**src/rtl/alu_seq_muldiv_pkg.sv**
```systemverilog
// Shared opcodes, FSM state encoding and small helpers for the multi-cycle ALU.
// Imported by the interface-facing top and the combinational core.
package alu_seq_muldiv_pkg;

    localparam logic [3:0] OP_AND   = 4'b0000;
    localparam logic [3:0] OP_OR    = 4'b0001;
    localparam logic [3:0] OP_ADD   = 4'b0010;
    localparam logic [3:0] OP_SUB   = 4'b0110;
    localparam logic [3:0] OP_SLT   = 4'b0111;
    localparam logic [3:0] OP_MULTU = 4'b1000;
    localparam logic [3:0] OP_DIVU  = 4'b1001;

    typedef enum logic [1:0] {
        IDLE = 2'd0,
        MUL  = 2'd1,
        DIV  = 2'd2,
        FIN  = 2'd3
    } state_e;

    // True for the opcodes that finish in one cycle through the combinational core
    function automatic logic is_alu_op(input logic [3:0] op);
        return (op == OP_AND) || (op == OP_OR) || (op == OP_ADD) ||
               (op == OP_SUB) || (op == OP_SLT);
    endfunction

endpackage

```
**src/rtl/alu_seq_muldiv_if.sv**
```systemverilog
// Request/response bundle between the register-read stage and the ALU.
// The pipeline side uses master, the ALU uses slave.
interface alu_seq_muldiv_if #(
    parameter int WIDTH = 32
) ();

    logic             start;
    logic [3:0]       op;
    logic [WIDTH-1:0] a;
    logic [WIDTH-1:0] b;
    logic [WIDTH-1:0] lo;
    logic [WIDTH-1:0] hi;
    logic             zero;
    logic             overflow;
    logic             div_by_zero;
    logic             busy;
    logic             done;

    modport master (
        output start, op, a, b,
        input  lo, hi, zero, overflow, div_by_zero, busy, done
    );

    modport slave (
        input  start, op, a, b,
        output lo, hi, zero, overflow, div_by_zero, busy, done
    );

endinterface

```
**src/rtl/alu_seq_muldiv_comb_core.sv**
```systemverilog
// Combinational AND/OR/ADD/SUB/SLT core with signed overflow and carry out.
// The divider borrows it for its trial subtraction, where carry_out=1 means no borrow.
module alu_seq_muldiv_comb_core
    import alu_seq_muldiv_pkg::*;
#(
    parameter int WIDTH = 32
) (
    input  logic [3:0]       op,
    input  logic [WIDTH-1:0] a,
    input  logic [WIDTH-1:0] b,
    output logic [WIDTH-1:0] result,
    output logic             overflow,
    output logic             carry_out
);

    logic             sub;
    logic [WIDTH-1:0] b_eff;
    logic [WIDTH:0]   sum_ext;
    logic             sum_msb;

    always_comb begin
        sub       = (op == OP_SUB) || (op == OP_SLT);
        b_eff     = sub ? ~b : b;
        sum_ext   = {1'b0, a} + {1'b0, b_eff} + {{WIDTH{1'b0}}, sub};
        carry_out = sum_ext[WIDTH];
        sum_msb   = sum_ext[WIDTH-1];
        overflow  = (a[WIDTH-1] ^ sum_msb) & (b_eff[WIDTH-1] ^ sum_msb);
        case (op)
            OP_AND:         result = a & b;
            OP_OR:          result = a | b;
            OP_ADD, OP_SUB: result = sum_ext[WIDTH-1:0];
            OP_SLT:         result = {{(WIDTH-1){1'b0}}, sum_msb ^ overflow};
            default:        result = '0;
        endcase
    end

endmodule

```
**src/rtl/alu_seq_muldiv.sv**
```systemverilog
// Multi-cycle ALU: single-cycle logic/arith ops plus bit-serial MULTU and restoring DIVU.
// Result registers only change when an operation completes, so they hold while busy.
module alu_seq_muldiv
    import alu_seq_muldiv_pkg::*;
#(
    parameter int  WIDTH = 32,
    localparam int CNT_W = $clog2(WIDTH + 1)
) (
    input  logic             clk,
    input  logic             rst,
    alu_seq_muldiv_if.slave  bus
);

    state_e           state_q, state_d;
    logic [CNT_W-1:0] cnt_q, cnt_d;
    logic [WIDTH-1:0] opnd_q, opnd_d;
    logic [WIDTH-1:0] acc_q, acc_d;
    logic [WIDTH-1:0] quo_q, quo_d;
    logic [WIDTH-1:0] lo_q, lo_d;
    logic [WIDTH-1:0] hi_q, hi_d;
    logic             zero_q, zero_d;
    logic             ovf_q, ovf_d;
    logic             dbz_q, dbz_d;

    logic [3:0]       core_op;
    logic [WIDTH-1:0] core_a, core_b, core_res;
    logic             core_ovf, core_cout;

    logic             accept, last;
    logic [WIDTH:0]   mul_sum;
    logic [WIDTH-1:0] mul_acc, mul_quo;
    logic             div_ok;
    logic [WIDTH-1:0] div_acc, div_quo;

    alu_seq_muldiv_comb_core #(.WIDTH(WIDTH)) u_core (
        .op        (core_op),
        .a         (core_a),
        .b         (core_b),
        .result    (core_res),
        .overflow  (core_ovf),
        .carry_out (core_cout)
    );

    always_ff @(posedge clk) begin
        if (rst) begin
            state_q <= IDLE;
            cnt_q   <= '0;
            opnd_q  <= '0;
            acc_q   <= '0;
            quo_q   <= '0;
            lo_q    <= '0;
            hi_q    <= '0;
            zero_q  <= 1'b0;
            ovf_q   <= 1'b0;
            dbz_q   <= 1'b0;
        end else begin
            state_q <= state_d;
            cnt_q   <= cnt_d;
            opnd_q  <= opnd_d;
            acc_q   <= acc_d;
            quo_q   <= quo_d;
            lo_q    <= lo_d;
            hi_q    <= hi_d;
            zero_q  <= zero_d;
            ovf_q   <= ovf_d;
            dbz_q   <= dbz_d;
        end
    end

    // While dividing, the core subtracts the divisor from the shifted partial remainder
    always_comb begin
        accept = ((state_q == IDLE) || (state_q == FIN)) && bus.start;
        last   = (cnt_q == CNT_W'(WIDTH - 1));
        if (state_q == DIV) begin
            core_op = OP_SUB;
            core_a  = {acc_q[WIDTH-2:0], quo_q[WIDTH-1]};
            core_b  = opnd_q;
        end else begin
            core_op = bus.op;
            core_a  = bus.a;
            core_b  = bus.b;
        end
        mul_sum = {1'b0, acc_q} + (quo_q[0] ? {1'b0, opnd_q} : '0);
        mul_acc = mul_sum[WIDTH:1];
        mul_quo = {mul_sum[0], quo_q[WIDTH-1:1]};
        // A set remainder MSB means the shifted value exceeds any divisor
        div_ok  = core_cout | acc_q[WIDTH-1];
        div_acc = div_ok ? core_res : core_a;
        div_quo = {quo_q[WIDTH-2:0], div_ok};
    end

    always_comb begin
        state_d = state_q;
        cnt_d   = cnt_q;
        opnd_d  = opnd_q;
        acc_d   = acc_q;
        quo_d   = quo_q;
        lo_d    = lo_q;
        hi_d    = hi_q;
        zero_d  = zero_q;
        ovf_d   = ovf_q;
        dbz_d   = dbz_q;
        case (state_q)
            IDLE, FIN: begin
                state_d = IDLE;
                if (accept) begin
                    cnt_d = '0;
                    acc_d = '0;
                    if (bus.op == OP_MULTU) begin
                        state_d = MUL;
                        opnd_d  = bus.a;
                        quo_d   = bus.b;
                    end else if ((bus.op == OP_DIVU) && (bus.b != '0)) begin
                        state_d = DIV;
                        opnd_d  = bus.b;
                        quo_d   = bus.a;
                    end else begin
                        state_d = FIN;
                        lo_d    = '0;
                        hi_d    = '0;
                        zero_d  = 1'b0;
                        ovf_d   = 1'b0;
                        dbz_d   = 1'b0;
                        if (bus.op == OP_DIVU) begin
                            lo_d  = '1;
                            hi_d  = bus.a;
                            dbz_d = 1'b1;
                        end else if (is_alu_op(bus.op)) begin
                            lo_d   = core_res;
                            zero_d = (core_res == '0);
                            ovf_d  = ((bus.op == OP_ADD) || (bus.op == OP_SUB)) & core_ovf;
                        end
                    end
                end
            end
            MUL, DIV: begin
                cnt_d = cnt_q + CNT_W'(1);
                acc_d = (state_q == MUL) ? mul_acc : div_acc;
                quo_d = (state_q == MUL) ? mul_quo : div_quo;
                if (last) begin
                    state_d = FIN;
                    lo_d    = quo_d;
                    hi_d    = acc_d;
                    zero_d  = (quo_d == '0);
                    ovf_d   = 1'b0;
                    dbz_d   = 1'b0;
                end
            end
            default: state_d = IDLE;
        endcase
    end

    always_comb begin
        bus.busy        = (state_q == MUL) || (state_q == DIV);
        bus.done        = (state_q == FIN);
        bus.lo          = lo_q;
        bus.hi          = hi_q;
        bus.zero        = zero_q;
        bus.overflow    = ovf_q;
        bus.div_by_zero = dbz_q;
    end

endmodule
```
**src/flat_wrapper.sv**
```systemverilog
// flat-port wrapper written by rule: the top's interface ports become plain ports
module alu_seq_muldiv_flat import alu_seq_muldiv_pkg::*;
#(
    parameter int  WIDTH = 32,
    localparam int CNT_W = $clog2(WIDTH + 1)
)
  (clk, rst, bus_start, bus_op, bus_a, bus_b, bus_lo, bus_hi, bus_zero, bus_overflow, bus_div_by_zero, bus_busy, bus_done);
  alu_seq_muldiv_if #(.WIDTH(WIDTH)) bus_i ();
  input  logic clk;
  input  logic rst;
  input wire logic [$bits(bus_i.start)-1:0] bus_start;
  input wire logic [$bits(bus_i.op)-1:0] bus_op;
  input wire logic [$bits(bus_i.a)-1:0] bus_a;
  input wire logic [$bits(bus_i.b)-1:0] bus_b;
  output wire logic [$bits(bus_i.lo)-1:0] bus_lo;
  output wire logic [$bits(bus_i.hi)-1:0] bus_hi;
  output wire logic [$bits(bus_i.zero)-1:0] bus_zero;
  output wire logic [$bits(bus_i.overflow)-1:0] bus_overflow;
  output wire logic [$bits(bus_i.div_by_zero)-1:0] bus_div_by_zero;
  output wire logic [$bits(bus_i.busy)-1:0] bus_busy;
  output wire logic [$bits(bus_i.done)-1:0] bus_done;
  assign bus_i.start = bus_start;
  assign bus_i.op = bus_op;
  assign bus_i.a = bus_a;
  assign bus_i.b = bus_b;
  assign bus_lo = bus_i.lo;
  assign bus_hi = bus_i.hi;
  assign bus_zero = bus_i.zero;
  assign bus_overflow = bus_i.overflow;
  assign bus_div_by_zero = bus_i.div_by_zero;
  assign bus_busy = bus_i.busy;
  assign bus_done = bus_i.done;
  alu_seq_muldiv #(.WIDTH(WIDTH)) u_core (.clk(clk), .rst(rst), .bus(bus_i));
endmodule
```
**config.mk**
```make
export PLATFORM = sky130hd
export DESIGN_NAME = alu_seq_muldiv_flat
export DESIGN_NICKNAME = d
export VERILOG_FILES = /design/src/rtl/alu_seq_muldiv_pkg.sv /design/src/rtl/alu_seq_muldiv_if.sv /design/src/rtl/alu_seq_muldiv_comb_core.sv /design/src/rtl/alu_seq_muldiv.sv /design/src/flat_wrapper.sv
export SDC_FILE = /design/constraint.sdc
export NUM_CORES = 1
export LEC_CHECK = 0
export BUFFER_PORTS_ARGS = -buffer_cell sky130_fd_sc_hd__buf_2
export CAP_MARGIN = 20
export CORE_MARGIN = 1
export CORE_UTILIZATION = 50
export DETAILED_ROUTE_END_ITERATION = 7
export GPL_ROUTABILITY_DRIVEN = 0
export PLACE_DENSITY_LB_ADDON = 0.08
export SLEW_MARGIN = 5
export SYNTH_ARGS = -nofsm -noshare
export SYNTH_HDL_FRONTEND = slang
export SYNTH_SLANG_ARGS = --single-unit
```
**constraint.sdc**
```tcl
create_clock -name clk -period 14.1 [get_ports clk]
set_clock_uncertainty 0.15 [all_clocks]
set_input_delay 0.705 -clock clk [delete_from_list [all_inputs] [get_ports clk]]
set_output_delay 0.705 -clock clk [all_outputs]
set_load 0.02 [all_outputs]
```
# ---- Word level (Yosys, flattened, before mapping)
# Cells that the tools add are included.
dict set report word_totals {
  regBits 171
  input_bits 71
  out_inout_bits 69
  wordCells 121
}
dict set report op_classes {
  add_sub_neg 4
  n_eq_ne 19
  mux 56
  bitwise_logic 9
  n_reduce_logical 23
}
# operator count
set op_table {}
lappend op_table {{$mux W32} 24}
lappend op_table {{$pmux W32 S2} 4}
lappend op_table {{$pmux W32 S4} 1}
lappend op_table {{$logic_not A32 Y1} 2}
lappend op_table {{$add A32 B32 Y33} 1}
lappend op_table {{$add A32 B33 Y33} 1}
lappend op_table {{$add A33 B1 Y33} 1}
lappend op_table {{$and A32 B32 Y32} 1}
lappend op_table {{$not A32 Y32} 1}
lappend op_table {{$or A32 B32 Y32} 1}
lappend op_table {{$reduce_bool A32 Y1} 1}
lappend op_table {{$mux W1} 17}
lappend op_table {{$eq A4 B3 Y1 const B} 4}
lappend op_table {{$pmux W6 S2} 1}
lappend op_table {{$eq A4 B1 Y1 const B} 2}
lappend op_table {{$eq A4 B2 Y1 const B} 2}
lappend op_table {{$eq A4 B4 Y1 const B} 2}
lappend op_table {{$logic_not A4 Y1} 2}
lappend op_table {{$logic_or A1 B1 Y1} 8}
lappend op_table {{$add A6 B1 Y6 const B} 1}
lappend op_table {{$eq A6 B5 Y1 const B} 1}
lappend op_table {{$mux W2} 3}
lappend op_table {{$mux W6} 1}
lappend op_table {{$pmux W1 S2} 3}
lappend op_table {{17 further kinds} 26}

# ---- Logic depth before layout (Yosys ltp)
# Gate-level depths: netlist of run 1.
dict set report depth {
  ltp_word 18
  ltp_mapped 27
  depth_no_buf 23
}

# ---- Cells and area by module
# Synthesis of run 1 repeated with hierarchy kept, for this count alone.
dict set report unflattened {
  hier_cells 1808
  hier_area_um2 14308.7
}
# mod n_inst cells_each area_per_inst_um2
set modules_own_cells {}
lappend modules_own_cells {alu_seq_muldiv 1 1385 11412.2}
lappend modules_own_cells {alu_seq_muldiv_comb_core 1 423 2896.5}

# ---- Worst setup path before layout of run 1
# OpenSTA, ideal clock, no wires.
dict set report synth_path {
  path_type {flip-flop to flip-flop}
  start {register u_core.state_q[0]}
  end {register u_core.zero_q (netlist: u_core.bus.zero)}
  setup_ns 0.084
  arrival_ns 5.353
  t_required_ns 13.866
  setup_slack_ns 8.513
  path_stages_with_launch 27
  path_buffers 5
  synth_period_minus_slack_ns 5.587
  path_cell_list {dfxtp_1 inv_1 ha_1 buf_6 buf_6 buf_6 buf_4 buf_2 mux2_2 ha_1 a21oi_1 o211ai_1 a2111oi_2 a221oi_2 o21ai_1 o21a_1 o21bai_1 a21o_1 fa_1 nand2_1 o21ai_0 nor4_1 and4_1 nand4b_1 nor4b_2 nand4_1 o31ai_2}
}
dict set report synth_between {
  elab_chain_len 18
  elab_cells_between_ends 45
  cone_classes {add/sub (2); eq/ne (11); mux (13); bitwise (8); reduce/logical (11)}
}
# element line_no
set synth_rtl {}
lappend synth_rtl {{start, declared} alu_seq_muldiv.sv:14} ;# state_e state_q, state_d;
lappend synth_rtl {{start signal, assigned} alu_seq_muldiv.sv:57} ;# state_q <= state_d;
lappend synth_rtl {{$eq A2 B2 Y1} {alu_seq_muldiv.sv:74, alu_seq_muldiv.sv:103}}
lappend synth_rtl {{$mux W4} alu_seq_muldiv.sv:74} ;# if (state_q == DIV) begin
lappend synth_rtl {{$eq A4 B3 Y1} {alu_seq_muldiv_comb_core.sv:22, alu_seq_muldiv_comb_core.sv:28}}
lappend synth_rtl {{$logic_or A1 B1 Y1} alu_seq_muldiv_comb_core.sv:22} ;# sub = (op == OP_SUB) || (op == OP_SLT);
lappend synth_rtl {{$mux W32} alu_seq_muldiv_comb_core.sv:23} ;# b_eff = sub ? ~b : b;
lappend synth_rtl {{$add A32 B32 Y33} alu_seq_muldiv_comb_core.sv:24} ;# sum_ext = {1'b0, a} + {1'b0, b_eff} + {{WIDTH{1'b0}}, sub};
lappend synth_rtl {{$add A33 B1 Y33} alu_seq_muldiv_comb_core.sv:24}
lappend synth_rtl {{$xor A1 B1 Y1} alu_seq_muldiv_comb_core.sv:27} ;# overflow = (a[WIDTH-1] ^ sum_msb) & (b_eff[WIDTH-1] ^ sum_msb);
lappend synth_rtl {{[... 2 more ...]} --}
lappend synth_rtl {{$pmux W32 S4} alu_seq_muldiv_comb_core.sv:28} ;# case (op)
lappend synth_rtl {{$logic_not A32 Y1} alu_seq_muldiv.sv:130} ;# zero_d = (core_res == '0);
lappend synth_rtl {{$mux W1} alu_seq_muldiv.sv:128} ;# end else if (is_alu_op(bus.op)) begin
lappend synth_rtl {{$mux W1} alu_seq_muldiv.sv:124} ;# if (bus.op == OP_DIVU) begin
lappend synth_rtl {{$mux W1} alu_seq_muldiv.sv:113} ;# end else if ((bus.op == OP_DIVU) && (bus.b != '0)) begin
lappend synth_rtl {{$mux W1} alu_seq_muldiv.sv:109} ;# if (bus.op == OP_MULTU) begin
lappend synth_rtl {{$mux W1} alu_seq_muldiv.sv:106} ;# if (accept) begin
lappend synth_rtl {{$pmux W1 S2} alu_seq_muldiv.sv:103} ;# case (state_q)
lappend synth_rtl {{end signal, assigned} alu_seq_muldiv.sv:64} ;# zero_q <= zero_d;
lappend synth_rtl {{end, declared} alu_seq_muldiv.sv:21} ;# logic zero_q, zero_d;
# Parallel ways exist; a longest one is shown, timed or not. The select of a mux whose other input is x is not followed.
# A chain may end at the register's enable or synchronous reset.

# ---- Final worst setup path of run 1
# Ends and elaborated chain as after synthesis.

==> run summary, run 1 <==
drt wl/cell = 24.18 microns
post-synthesis cell type count = 91
Hold Crit Class = reg -> reg
crit-path most repeated cell = nand2_1
nets = 2128
Reg clk slew, reported paths = 0.09 ns
Max-Cap Viols = 0
fraction of registers with async set/reset = 0%
I/O pins = 140
Synth top area share = 23.88%
R2R cell count = 23
hold_buf cts = 0
Synth area leaders = dfxtp_1 (24%), a21oi_1 (6.6%), nor2_1 (6.4%)
Peak VDD IR = 0.1215 mV
vias per cell = 6.517
critical-path cell list = inv_1, ha_4, buf_4, mux2_2, xor2_1, ha_1, a21oi_1, nand2_1, a2111oi_2, a221oi_2, o21ai_1, o21a_1, o21bai_1, a21o_1, fa_1, nand2_1, o21ai_0, nor4_1, and4_1, nand4b_1, nor4b_2, nand4_1, o31ai_2
root buffer cell = clkbuf_16
Hold Crit Depth = 2
share of cells above drive strength 1 = 14.16%
met1 WL = 23900 microns
Core Area = 28010 sq um
Starting Density = 51.18%
DIE WIDTH = 171.3 microns
Synth area leader = dfxtp_1
Critical Path End Type = register
worst setup path category = reg -> reg
Synth-to-Final Area Change = 10.49%
total clock sinks = 171
setup ws final = 7.450 ns
met2 WL = 24480 microns
Post-synth EDFFs = 0
Max-Slew Margin vs Limit = 28.82%
fmax = 150.4 MHz
worst-case hold slack = 0.3116 ns
Routed WL = 57520 microns
initial antenna violation count = 5
drt first-iter violations = 2086
Syn Area/Cell = 7.404 sq um
worst-margin pin slew = 1.057 ns
Slew Viols, Final = 0
CTS tree = built
Worst path top cell family by delay = compound AO/OA/AOI/OAI gates
hpwl dp = 42250 microns
crit path DAT = 6.89 ns
Final Hold Viols = 0
router iterations before antenna repair = 6
leak pwr = 6.551 nW
setup_tns = 0 ns
register area share after synthesis = 23.88%
postcts setup bufs = 0
Post-route DRC = 0
Power Density = 239.8 nW/um^2
status = complete, no violations
Max Used Layer = met5
Synth Cell Area = 14330 sq um
crit-path max FO = 69
first-pass GRT wire length = 85660 microns
vias in the first global route = 14056
syn nets = 2078
# rows = 61
Yosys reg bits = 171
Mapped Cells = 1936
Worst-Skew Late Latency = 0.47 ns
CTS buffer count = 17
worst slack, placed = 7.610 ns
via count = 15505
most frequent cells in the layout = nand2_1 (240), nor2_1 (238), a21oi_1 (188), dfxtp_1 (171), buf_2 (138)
Startpoint Class = register
GRT Util Overall = 39.29%
RSZ-0062 raised after global routing = false
slowest stage delay, CP = 0.76 ns
r2r startpoint = u_core.state_q[0]
routed wl met3 = 6319 microns
final setup fails = 0
post_cts resized = 0
CP Depth = 23
Die Ht = 171.3 microns
pin count of the biggest net entering global routing = 111
CP startpoint = u_core.state_q[0]
IO buf count = 139
required time of the worst setup path = 14.34 ns
commonest non-fill, non-tap cell in the layout = nand2_1
die area = 29350 sq um
WP buf/inv = 2
CP max stage cell = buf_4
Overall Power = 0.003799 W
clock buffer depth = 2
Yosys Warn Count = 0
grt ovf = 0
Detail Route Antenna Nets = 0
CTS H-Tree Depth = 4
fin crit period = 6.650 ns
dominant synthesized flop cell = dfxtp_1
Final period util = 47.16%
hold_sp = u_core.bus.overflow
metrics by stage:
stage | cell area, sq um | cells | util, %
floorplan | 14340 | 1936 | -
global placement | 15210 | 2345 | 54.32
detailed placement | 15210 | 2345 | 54.32
CTS | 15830 | 2376 | 56.52
global route | 15830 | 2376 | 56.52
finish | 15840 | 2379 | 56.55
registers in the layout, indices dropped and copies added, names as in the netlist:
register,flops
u_core.bus.hi,32
u_core.state_q,2
u_core.bus.zero,1
u_core.acc_q,32
u_core.cnt_q,6
u_core.bus.div_by_zero,1
u_core.bus.overflow,1
u_core.bus.lo,32
u_core.opnd_q,32
u_core.quo_q,32
tightest hold or removal path, stage by stage (launching register included):
cell     delay [ns]
dfxtp_1        0.32
nand2_1        0.05
a21oi_1        0.05
cells by family after synthesis:
logic type / after synthesis / share of synthesized area, %
compound gates: 576 / 26.26
simple gates: 726 / 22.74
mux: 143 / 10.67
xor+xnor: 74 / 4.574
buf+inv: 163 / 4.678
fa+ha+maj: 83 / 7.192
flops: 171 / 23.88
power by group:
group          total [W]  internal (W)  switching, W  leakage (nW)
registers       0.000733      0.000607      0.000127          1.39
logic            0.00254      0.000882       0.00166          4.85
clock network   0.000525      0.000288      0.000237         0.302
metal layers:
metal	up-vias	GRT usage [%]
li1	7145	-
met5	-	0
met1	7317	52.20
met4	4	18.98
met2	864	59.46
met3	175	9.319
cell usage after synthesis (14+ instances only):
library cell  number
o21ai_0           69
clkbuf_1          92
and3_1            15
buf_1             15
nor4_1            20
ha_1              68
a31oi_1           27
xnor2_1           37
mux2i_1           87
o22ai_1           19
inv_1             31
nor2_1           244
a211oi_1          67
o21ai_1           25
mux2_2            45
xor2_1            36
dfxtp_1          171
o21a_1            15
a311oi_1          26
a21oi_1          188
a21o_1            29
o211ai_1          28
buf_2             17
nor3_1            56
nand3_1           37
nand4_1           14
nand2_1          240
and2_1            39
final timing paths:
check,endpoint,slack (ns)
worst max-delay path,u_core.bus.zero,7.45
worst min-delay path,u_core.bus.overflow,0.31
worst max register to register,u_core.bus.zero,7.45
worst min register to register,u_core.bus.overflow,0.31
final cells by class:
class                           count  area, sq um
Antenna cell                        3        7.507
Clock buffer                       18        439.2
Inverter                           33        123.9
Multi-Input combinational cell   1602        10330
Clock inverter                     13        177.7
Timing Repair Buffer              161        867.1
Fill cell                        2697        12170
Tap cell                          378        473.0
Sequential cell                   171         3423
Note: power is estimated with default switching activity, not from simulation.
==> inputs of run 2 (changes only) <==
==> constraint.sdc (replaced) <==
create_clock -name clk -period 6.8 [get_ports clk]
set_clock_uncertainty 0.15 [all_clocks]
set_input_delay 0.34 -clock clk [delete_from_list [all_inputs] [get_ports clk]]
set_output_delay 0.34 -clock clk [all_outputs]
set_load 0.02 [all_outputs]
==> run summary, run 2 (synthesized netlist as in run 1, its figures left out) <==
WP buf/inv = 1
nets = 2128
first-pass GRT wire length = 86640 microns
Final period util = 94.20%
Core Area = 28010 sq um
pin count of the biggest net entering global routing = 99
final setup fails = 0
total clock sinks = 171
Endpoint, Worst Hold = u_core.opnd_q[27]
worst setup path category = reg -> reg
router iterations before antenna repair = 6
worst-case hold slack = 0.03775 ns
R2R cell count = 23
crit path DAT = 6.64 ns
GRT Util Overall = 39.67%
Die Ht = 171.3 microns
slowest stage delay, CP = 0.52 ns
crit-path max FO = 11
setup_tns = 0 ns
worst-margin pin slew = 1.105 ns
Critical Path End Type = register
critical-path cell list = inv_1, ha_2, a21oi_1, nor2_4, xor2_1, ha_1, a21oi_1, nand2_1, a2111oi_2, a221oi_2, o21ai_1, o21a_1, o21bai_1, a21o_1, fa_1, nand2_1, o21ai_0, nor4_1, and4_1, nand4b_1, nor4b_2, nand4_1, o31ai_2
CP startpoint = u_core.state_q[0]
initial antenna violation count = 5
hold_sp = bus_b[27]
Max-Slew Margin vs Limit = 26.31%
clock buffer depth = 2
leak pwr = 6.536 nW
I/O pins = 140
CTS H-Tree Depth = 4
Hold Crit Depth = 3
IO buf count = 139
CTS buffer count = 17
vias per cell = 6.569
fin crit period = 6.405 ns
Startpoint Class = register
drt first-iter violations = 2249
Synth-to-Final Area Change = 10.38%
setup ws final = 0.3947 ns
r2r startpoint = u_core.state_q[0]
Final Hold Viols = 0
CTS tree = built
die area = 29350 sq um
required time of the worst setup path = 7.03 ns
Worst path top cell family by delay = compound AO/OA/AOI/OAI gates
Post-route DRC = 0
hold_buf cts = 0
r2r endpoint = u_core.bus.zero
fmax = 156.1 MHz
Max-Cap Viols = 0
DIE WIDTH = 171.3 microns
# rows = 61
Finished Cell Area = 15820 sq um
root buffer cell = clkbuf_16
drt wl/cell = 24.61 microns
Starting Density = 51.18%
Peak VDD IR = 0.2868 mV
status = complete, no violations
hpwl dp = 42730 microns
Detail Route Antenna Nets = 0
Routed WL = 58570 microns
Worst-Skew Late Latency = 0.46 ns
share of cells above drive strength 1 = 14.16%
grt ovf = 0
via count = 15635
CP max stage cell = a21oi_1
Reg clk slew, reported paths = 0.08 ns
Slew Viols, Final = 0
vias in the first global route = 13968
placed cell area = 15230 sq um
Power Density = 498.1 nW/um^2
worst slack, placed = 0.4580 ns
Hold Crit Class = in -> reg
most frequent cells in the layout = nand2_1 (240), nor2_1 (238), a21oi_1 (188), dfxtp_1 (171), buf_2 (138)
RSZ-0062 raised after global routing = false
r2r setup slk = 0.39 ns
commonest non-fill, non-tap cell in the layout = nand2_1
-- run 2: per-layer routing --
layer | up-vias | track usage, % | routed length [microns]
li1 | 7140 | - | -
met1 | 7425 | 52.57 | 24490
met2 | 875 | 59.24 | 24800
met3 | 189 | 10.61 | 6194
met4 | 6 | 19.22 | 3048
met5 | - | 0 | 39
-- run 2: how the worst max path moves through the flow --
stage / end / slack (ns) / cells after the start
after floorplan: u_core.bus.zero / 1.21 / 26
after global placement: u_core.bus.zero / 0.61 / 23
after detailed placement: u_core.bus.zero / 0.46 / 23
after CTS: u_core.bus.zero / 0.40 / 23
after global routing: u_core.bus.zero / 0.07 / 23
final: u_core.bus.zero / 0.39 / 23
-- run 2: where the power goes --
| group | leakage, nW | switching (W) | total (W) | internal (W) |
|---|---|---|---|---|
| logic | 4.86 | 0.00349 | 0.00533 | 0.00184 |
| clock network | 0.281 | 0.000508 | 0.00103 | 0.000521 |
| registers | 1.39 | 0.000260 | 0.00152 | 0.00126 |
| total | 6.54 | 0.00426 | 0.00788 | 0.00362 |
-- run 2: repair_timing --
action / 4_1_cts / 5_1_grt
endpoints found under the setup margin: 0 / 1
gates resized for setup: 0 / 1
buffers inserted: 0 / 0
-- run 2: worst reg2reg max path, delay by kind of cell (launching register included) --
| kind | cells | cell delay [ns] |
|---|---|---|
| buffers and inverters | 1 | 0.13 |
| AOI/OAI and AO/OA | 10 | 2.69 |
| DFF | 1 | 0.43 |
| and+or+nand+nor | 8 | 1.55 |
| adders and majority gates | 3 | 1.15 |
| xor gates and xnor gates | 1 | 0.24 |
-- run 2: final cells by class --
type                       instances  area, sq um
fill                            2703        12190
inverter                          33        123.9
multi-input combinational       1603        10330
tap                              378        473.0
antenna                            4        10.01
clock inverter                    14        150.1
sequential                       171         3423
timing repair buffer             160        883.3
clock buffer                      17        425.4
-- run 2: per-stage QoR --
step | total power, W | instances | utilization [%]
5_1_grt | 0.008302 | 2376 | 56.45
2_1_floorplan | 0.005203 | 1936 | -
6_report | 0.007881 | 2380 | 56.49
3_3_place_gp | 0.006584 | 2343 | 54.26
4_1_cts | 0.007708 | 2375 | 56.42
3_5_place_dp | 0.006659 | 2344 | 54.36
